**src/rtl/avalon_memory_arbiter.sv**
```systemverilog
// Round-robin arbiter sharing one single-port block RAM among NUM_REQ Avalon-style requesters.
// It grants one command per cycle, routes read responses through a tag pipeline and holds back read-after-write hazards.
module avalon_memory_arbiter #(
    parameter int NUM_REQ      = 2,
    parameter int BUSWIDTH     = 32,
    parameter int ADDRESSWIDTH = 8,
    parameter int LATENCY      = 1
) (
    input  logic                            clk,
    input  logic                            reset,
    input  logic [NUM_REQ-1:0]              req_read_i,
    input  logic [NUM_REQ-1:0]              req_write_i,
    input  logic [NUM_REQ*ADDRESSWIDTH-1:0] req_address_i,
    input  logic [NUM_REQ*BUSWIDTH-1:0]     req_data_in_i,
    output logic [NUM_REQ-1:0]              req_waitrequest_o,
    output logic [NUM_REQ-1:0]              req_read_valid_o,
    output logic [BUSWIDTH-1:0]             req_data_out_o,
    output logic                            mem_read_o,
    output logic                            mem_write_o,
    output logic [ADDRESSWIDTH-1:0]         mem_address_o,
    output logic [BUSWIDTH-1:0]             mem_data_in_o,
    input  logic [BUSWIDTH-1:0]             mem_data_out_i
);

    localparam int IDW = (NUM_REQ > 2) ? $clog2(NUM_REQ) : 1;

    logic [IDW-1:0]          last_grant_q;
    logic                    wr_last_q;
    logic [ADDRESSWIDTH-1:0] wr_addr_q;
    logic [ADDRESSWIDTH-1:0] addr_hold_q;
    logic [BUSWIDTH-1:0]     data_hold_q;
    logic [LATENCY-1:0]      tag_vld_q;
    logic [IDW-1:0]          tag_id_q [LATENCY];

    logic [ADDRESSWIDTH-1:0] addr_arr [NUM_REQ];
    logic [BUSWIDTH-1:0]     data_arr [NUM_REQ];
    logic [NUM_REQ-1:0]      active;
    logic [NUM_REQ-1:0]      eligible;
    logic [NUM_REQ-1:0]      gnt_oh;
    logic                    gnt_vld;
    logic [IDW-1:0]          gnt_id;
    logic                    sel_write;
    logic                    sel_read;

    // A read-only request to the address written last cycle sits out one cycle; writes are never masked.
    always_comb begin
        for (int i = 0; i < NUM_REQ; i++) begin
            addr_arr[i] = req_address_i[i*ADDRESSWIDTH +: ADDRESSWIDTH];
            data_arr[i] = req_data_in_i[i*BUSWIDTH +: BUSWIDTH];
            active[i]   = req_read_i[i] | req_write_i[i];
            eligible[i] = active[i] &
                          ~(req_read_i[i] & ~req_write_i[i] & wr_last_q &
                            (addr_arr[i] == wr_addr_q));
        end
    end

    always_comb begin : rr_search
        int idx;
        idx     = 0;
        gnt_vld = 1'b0;
        gnt_id  = '0;
        for (int k = 1; k <= NUM_REQ; k++) begin
            idx = (int'(last_grant_q) + k) % NUM_REQ;
            if (!gnt_vld && eligible[IDW'(idx)]) begin
                gnt_vld = 1'b1;
                gnt_id  = IDW'(idx);
            end
        end
        if (reset) begin
            gnt_vld = 1'b0;
        end
    end

    always_comb begin
        sel_write = req_write_i[gnt_id];
        sel_read  = req_read_i[gnt_id] & ~sel_write;
        for (int i = 0; i < NUM_REQ; i++) begin
            gnt_oh[i] = gnt_vld && (gnt_id == IDW'(i));
        end
        mem_write_o   = gnt_vld & sel_write;
        mem_read_o    = gnt_vld & sel_read;
        mem_address_o = gnt_vld ? addr_arr[gnt_id] : addr_hold_q;
        mem_data_in_o = gnt_vld ? data_arr[gnt_id] : data_hold_q;
        req_waitrequest_o = reset ? {NUM_REQ{1'b1}} : (active & ~gnt_oh);
    end

    always_comb begin
        for (int i = 0; i < NUM_REQ; i++) begin
            req_read_valid_o[i] = tag_vld_q[LATENCY-1] && (tag_id_q[LATENCY-1] == IDW'(i));
        end
        req_data_out_o = mem_data_out_i;
    end

    always_ff @(posedge clk or posedge reset) begin
        if (reset) begin
            last_grant_q <= IDW'(NUM_REQ - 1);
            wr_last_q    <= 1'b0;
            wr_addr_q    <= '0;
            addr_hold_q  <= '0;
            data_hold_q  <= '0;
            tag_vld_q    <= '0;
            for (int s = 0; s < LATENCY; s++) begin
                tag_id_q[s] <= '0;
            end
        end else begin
            if (gnt_vld) begin
                last_grant_q <= gnt_id;
                addr_hold_q  <= mem_address_o;
                data_hold_q  <= mem_data_in_o;
            end
            wr_last_q <= mem_write_o;
            if (mem_write_o) begin
                wr_addr_q <= mem_address_o;
            end
            tag_vld_q[0] <= mem_read_o;
            tag_id_q[0]  <= gnt_id;
            for (int s = 1; s < LATENCY; s++) begin
                tag_vld_q[s] <= tag_vld_q[s-1];
                tag_id_q[s]  <= tag_id_q[s-1];
            end
        end
    end

endmodule
```
**config.mk**
```make
export PLATFORM = sky130hd
export DESIGN_NAME = avalon_memory_arbiter
export DESIGN_NICKNAME = d
export VERILOG_FILES = /design/src/rtl/avalon_memory_arbiter.sv
export SDC_FILE = /design/constraint.sdc
export NUM_CORES = 1
export LEC_CHECK = 0
export ABC_AREA = 1
export CORE_MARGIN = 5
export CORE_UTILIZATION = 37
export DETAILED_ROUTE_END_ITERATION = 8
export GPL_TIMING_DRIVEN = 0
export PLACE_DENSITY_LB_ADDON = 0.12
export SYNTH_ARGS = -nofsm -noshare
export SYNTH_HDL_FRONTEND = slang
export SYNTH_SLANG_ARGS = --single-unit
```
**constraint.sdc**
```tcl
create_clock -name clk -period 2.5 [get_ports clk]
set_input_delay 0.375 -clock clk [delete_from_list [all_inputs] [get_ports clk]]
set_output_delay 0.375 -clock clk [all_outputs]
set_load 0.05 [all_outputs]
```
==> impl_metrics.py, run 1 <==
metrics = {
    "outcome": {
        "outcome": "complete, but fails checks",
        "violations": "setup timing",
    },
    "yosys": {
        "ys_seq_elements": 52,
        "ys_types": 28,
        "ys_seq_area_share_pct": 43.0,
        "netlist_instances": 407,
        "syn_nets": 525,
        "syn_avg_cell_area_um2": 7.44,
        "synth_area_um2": 3030,
        "yosysWarnings": 0,
    },
    "sta": {
        "fin_skew_ns": 0.00867,
        "fin_ws_ns": -0.0425,
        "fin_crit_sh_pct": 102,
        "grt_setup_unrepaired": "true",
        "worst_pin_slew_ns": 0.542,
        "relSlewSlack_pct": 63.9,
        "hold_violations": 0,
        "drv_slew": 0,
        "hold_slack_ns": 0.373,
        "finalSetupViolCount": 9,
        "fin_crit_ns": 2.54,
        "fmax_mhz": 393,
    },
    "worst_setup_path": {
        "worstPathRequired_ns": 2.12,
        "critical_path_class": "register to primary output",
        "worstSetupStartpointType": "register",
        "endpoint_kind": "primary output",
        "cp.arrival_ns": 2.17,
        "crit_fanout": 10,
    },
    "floorplanning": {
        "dieArea_um2": 10100,
        "rows": 33,
        "die_y_um": 100,
        "core_area_um2": 8090,
        "start_util_pct": 37.4,
        "die_width_um": 100,
        "io_pins": 196,
    },
    "routing": {
        "dr_total_vias": 3445,
        "route.detailed.drc": 0,
        "drt_first_pass_iters": 4,
        "drtIter0Drc": 111,
        "viasPerCell": 4.87,
        "wl_per_cell_um": 15.1,
        "wl_um": 10700,
        "ant_nets": 0,
    },
    "layout": {
        "mostFrequentLayoutCells": "123 x nand2_1, 109 x clkdlybuf4s50_1, 51 x dfrtp_1",
        "multi_input_area_um2": 1790,
        "fillers": 613,
        "antennaDiodeCount": 0,
        "final_common_cell": "nand2_1",
        "regArea_um2": 1300,
        "layout.nets": 719,
        "drive_gt1_share_pct": 35.5,
        "area_growth_pct": 94.6,
    },
    "cts": {
        "cts_tree": "done",
        "insertion_delay_ns": 0.30,
        "cts_sinks": 52,
        "cts-buffers-inserted": 5,
        "h-tree-depth": 2,
        "ctsRootBufferMaster": "clkbuf_8",
        "clkTransAtPathRegs_ns": 0.10,
        "holdBufCountCts": 0,
        "clk_path_buf_depth": 2,
    },
    "min_path": {
        "min_path_type": "primary input to async pin",
    },
    "global_route": {
        "grt_antenna_before_repair": 0,
        "grt_pass1_vias": 3350,
        "grt_pass1_wl_um": 15900,
        "grt_max_degree": 32,
        "grt.met2_usage_pct": 32.7,
        "grt_overflow": 0,
        "top_usage_layer": "met2",
        "grt_usage_pct": 19.5,
        "met3_usage_pct": 7.13,
        "grt_use_met1_pct": 23.5,
    },
    "power_and_ir_drop": {
        "leakagePower_nw": 3.07,
        "power_density_nw_per_um2": 646,
        "irDropWorstVdd_v": 0.000427,
        "total_power_w": 0.00381,
    },
    "place": {
        "place.gp.congestion": 0.855,
        "dp_slack_ns": -1.45,
        "post-dp-hpwl_um": 7250,
        "io_buffers": 163,
    },
    "flow_run": {
        "drv_cap": 0,
    },
}
## sequential cells by signal (all words and copies together), names as in the netlist
signal	cells
data_hold_q	32
tag_id_q	1
tag_vld_q	1
addr_hold_q	8
wr_addr_q	8
wr_last_q	1
last_grant_q	1
## cells by family after synthesis
family	count (synthesis)	synth area share (%)
simple gates	273	40.2
buf+inv	72	14.5
flops	52	43.0
compound gates	8	1.69
xor+xnor	1	0.289
mux	1	0.330
## metal layers
| metal | up-vias | wire length [um] |
|---|---|---|
| li1 | 1674 | - |
| met1 | 1607 | 4140 |
| met2 | 139 | 5360 |
| met3 | 25 | 935 |
| met4 | 0 | 250 |
| met5 | - | 0 |
## worst max-delay path: stages, from the launching register on
cell and delay [ns]:
dfrtp_1 0.42, inv_1 0.07, nand2_1 0.06, nand2_1 0.06, nor2_1 0.04, nand3_1 0.09, nor2_2 0.05, nor2_4 0.22
nand2_8 0.10, buf_4 0.15, buf_4 0.16, nand2_1 0.17, nand3_4 0.11, buf_8 0.16
## stage by stage
step | area (um^2) | setup TNS, ns | utilization [%] | cells
2_1_floorplan | 3030 | 0 | - | 407
3_3_place_gp | 4800 | -68.37 | 59.3 | 675
3_5_place_dp | 4800 | -70.54 | 59.3 | 675
4_1_cts | 5310 | -0.277 | 65.6 | 696
5_1_grt | 5900 | -3.92 | 72.9 | 707
6_report | 5900 | -0.108 | 72.9 | 707
## synthesized netlist by cell type
cell type | instances | share of area (%)
o21bai_1 | 1 | 0.25
nor2_4 | 2 | 0.74
nand2_1 | 163 | 20
o21ai_2 | 2 | 0.58
nand4_1 | 11 | 2.3
xnor2_1 | 1 | 0.29
o22ai_1 | 1 | 0.21
inv_1 | 24 | 3.0
inv_2 | 3 | 0.37
buf_2 | 6 | 0.99
and3_1 | 1 | 0.21
nand3b_1 | 1 | 0.25
dfrtp_1 | 51 | 42
clkbuf_1 | 1 | 0.12
buf_6 | 5 | 1.9
nor2_1 | 8 | 0.99
nand2_2 | 1 | 0.21
mux2i_1 | 1 | 0.33
nand3_2 | 3 | 0.99
o21ai_1 | 2 | 0.33
dfstp_2 | 1 | 0.87
buf_4 | 33 | 8.2
nand2_8 | 1 | 0.66
or2_1 | 1 | 0.21
nor3_1 | 1 | 0.17
nand3_1 | 78 | 13
nor2_2 | 2 | 0.41
a21oi_1 | 2 | 0.33
## path summary, 6_finish.rpt
kind                                     end  slack, ns      startpoint  cells past startpoint
max                        mem_data_in_o[26]      -0.04    wr_addr_q[5]                     13
min                           data_hold_q[1]       0.37           reset                      2
max reg2reg                     wr_addr_q[4]       0.54    wr_addr_q[5]                     15
min reg2reg                   addr_hold_q[7]       0.48  addr_hold_q[7]                      2
max in group asynchronous       last_grant_q       1.81           reset                      2
min in group clk              addr_hold_q[7]       0.48  addr_hold_q[7]                      2
## repair_timing
item,4_1_cts,5_1_grt
gates resized for setup,379,127
pin swaps,7,5
buffers inserted,10,11
setup endpoints to repair,55,44
gates cloned,4,0
## area by class of cell
class / instances / area share (%)
repair inverters: 1 / 0.149
repair buffers: 187 / 34.8
multi-input cells: 283 / 30.4
plain buffers: 44 / 6.47
flip-flops and latches: 52 / 22.1
well taps: 105 / 2.23
clock buffers: 8 / 1.53
inverters: 27 / 2.29
## where the power goes
group	internal [W]	total, W	leakage, nW	switching [W]
Combinational	0.000935	0.00222	2.37	0.00128
Sequential	0.00102	0.00109	0.647	0.0000760
Clock	0.000227	0.000497	0.0455	0.000270
No activity file was read; power rests on OpenSTA's default activity.
==> run 2, diff against run 1 <==
--- a/config.mk
+++ b/config.mk
@@ -6,6 +6,7 @@
 export NUM_CORES = 1
 export LEC_CHECK = 0
 export ABC_AREA = 1
+export CAP_MARGIN = 30
 export CORE_MARGIN = 5
 export CORE_UTILIZATION = 37
 export DETAILED_ROUTE_END_ITERATION = 8
==> run 2 against run 1 <==
Effect of this change: maximum frequency is 3.2% higher; sequential share of layout area increased by 1.3 points; critical endpoint is now mem_read_o; via count is 1.7% lower; the flow now finishes without violations; critical path type unchanged; non-clock buffer count rose by 2; register-to-register slack improved by 0.09 ns; core utilization shrank 4.0 points.
==> impl_metrics.py, run 2 (synthesis results as in run 1) <==
metrics = {
    "routing": {
        "drt_first_pass_iters": 4,
        "viasPerCell": 4.78,
        "route.detailed.drc": 0,
        "wl_per_cell_um": 14.5,
        "drtIter0Drc": 84,
        "dr_total_vias": 3387,
        "wl_um": 10300,
        "ant_nets": 0,
    },
    "worst_setup_path": {
        "worstPathRequired_ns": 2.12,
        "crit_slowest_cell": "dfrtp_1",
        "cp.arrival_ns": 2.09,
        "critical_path_class": "register to primary output",
        "worstSetupStartpointType": "register",
        "crit_fanout": 7,
        "cp_cell_sequence": "inv_2, nand2_2, nand2_1, nor2_1, nand3_1, nor2_2, nor2_4, nand2_8, buf_8, or2_1, a21oi_2, buf_6",
        "endpoint_kind": "primary output",
        "slowest_delay_ns": 0.42,
    },
    "sta": {
        "finalSetupViolCount": 0,
        "worst_pin_slew_ns": 0.507,
        "fin_crit_sh_pct": 98.5,
        "fin_skew_ns": 0.00660,
        "grt_setup_unrepaired": "true",
        "fin_setup_tns_ns": 0,
        "drv_slew": 0,
        "relSlewSlack_pct": 66.1,
        "hold_violations": 0,
        "fin_crit_ns": 2.46,
        "fmax_mhz": 406,
    },
    "floorplanning": {
        "start_util_pct": 37.4,
        "dieArea_um2": 10100,
        "die_width_um": 100,
        "die_y_um": 100,
        "core_area_um2": 8090,
        "rows": 33,
        "io_pins": 196,
    },
    "layout": {
        "mostFrequentLayoutCells": "141 x nand2_1, 109 x clkdlybuf4s50_1, 55 x buf_4",
        "final_cells": 709,
        "area_growth_pct": 83.9,
        "reg_top3": "data_hold_q x32, addr_hold_q x8, wr_addr_q x8",
        "largest_reg_flops": 32,
        "fillers": 667,
        "regArea_um2": 1300,
        "top_register": "data_hold_q",
        "final_common_cell": "nand2_1",
        "finish.instance_area_um2": 5570,
        "multi_input_area_um2": 1580,
        "final_core_util_pct": 68.8,
        "layout.nets": 721,
        "drive_gt1_share_pct": 31.5,
        "antennaDiodeCount": 0,
    },
    "cts": {
        "cts_tree": "done",
        "insertion_delay_ns": 0.30,
        "clk_path_buf_depth": 2,
        "clkTransAtPathRegs_ns": 0.09,
        "cts-buffers-inserted": 5,
        "cts_sinks": 52,
        "ctsRootBufferMaster": "clkbuf_8",
        "h-tree-depth": 2,
    },
    "place": {
        "post-dp-hpwl_um": 7350,
        "dp_cells": 676,
        "io_buffers": 163,
        "dpl_cell_area_um2": 4820,
        "place.gp.congestion": 0.855,
    },
    "global_route": {
        "grt_pass1_vias": 3243,
        "grt_overflow": 0,
        "grt_usage_pct": 18.9,
        "grt_pass1_wl_um": 15400,
        "grt_antenna_before_repair": 0,
        "grt_max_degree": 35,
    },
    "power_and_ir_drop": {
        "total_power_w": 0.00366,
        "leakagePower_nw": 2.90,
        "irDropWorstVdd_v": 0.000374,
        "power_density_nw_per_um2": 657,
    },
    "flow_run": {
        "drv_cap": 0,
    },
    "min_path": {
        "min_path_type": "primary input to async pin",
    },
    "outcome": {
        "outcome": "complete, no violations",
    },
}
run 2: changes by cell type in the layout (fill, tap and decap cells not counted), moves of 6 or more:
cell	change
nand3_1	+6
nand2_2	-6
nand2_1	+18
buf_4	+6
buf_8	-14
buf_6	+7
nand3_4	-10
nand2_4	-12
run 2: per-layer routing:
metal	share of wire (%)	vias to the layer above	global-route usage (%)
li1	-	1672	-
met1	39	1575	23.2
met2	51	128	31.9
met3	9.2	12	6.71
met4	1.2	0	4.56
met5	0	-	0
run 2: path summary, 6_finish.rpt:
| path | from | end | slack (ns) | cells past startpoint |
|---|---|---|---|---|
| min in group clk | addr_hold_q[7] | addr_hold_q[7] | 0.48 | 2 |
| setup reg to reg | wr_addr_q[2] | wr_addr_q[6] | 0.63 | 15 |
| hold reg to reg | addr_hold_q[7] | addr_hold_q[7] | 0.48 | 2 |
| setup / recovery | wr_addr_q[2] | mem_read_o | 0.04 | 12 |
| hold / removal | reset | data_hold_q[21] | 0.28 | 2 |
| max in group asynchronous | reset | last_grant_q | 1.67 | 3 |
run 2: final cells by class:
| cell class | count | area share (%) |
|---|---|---|
| flip-flops and latches | 52 | 23.4 |
| well taps | 105 | 2.36 |
| inverters | 27 | 2.29 |
| multi-input cells | 283 | 28.3 |
| plain buffers | 45 | 6.60 |
| repair buffers | 188 | 35.3 |
| repair inverters | 1 | 0.157 |
| clock buffers | 8 | 1.62 |
run 2: critical path, delay by kind of cell (launching register included):
kind,cells,cell delay (ns)
compound gates,1,0.17
buf+inv,3,0.38
flops,1,0.42
simple gates,8,0.81
run 2: where the power goes:
part / switching (W) / total, W / internal (W)
Combinational: 0.00122 / 0.00208 / 0.000855
Sequential: 0.0000742 / 0.00109 / 0.00102
Clock: 0.000265 / 0.000491 / 0.000226
Total: 0.00156 / 0.00366 / 0.00210
run 2: stage by stage:
stage                     setup slack, ns  hold slack, ns
after global routing               -0.118           0.273
after global placement              -1.43           0.458
after detailed placement            -1.15           0.462
after CTS                         0.00116           0.268
final                              0.0371           0.275
after floorplan                    0.0714           0.444
run 2: repair_timing:
| item | in CTS | in global routing |
|---|---|---|
| hold endpoints to repair | 0 | 0 |
| setup endpoints to repair | 44 | 44 |
| pin swaps | 5 | 6 |
| setup buffers | 9 | 10 |
| hold buffers | 0 | 0 |
| cloned | 4 | 2 |
| gates resized for setup | 320 | 109 |
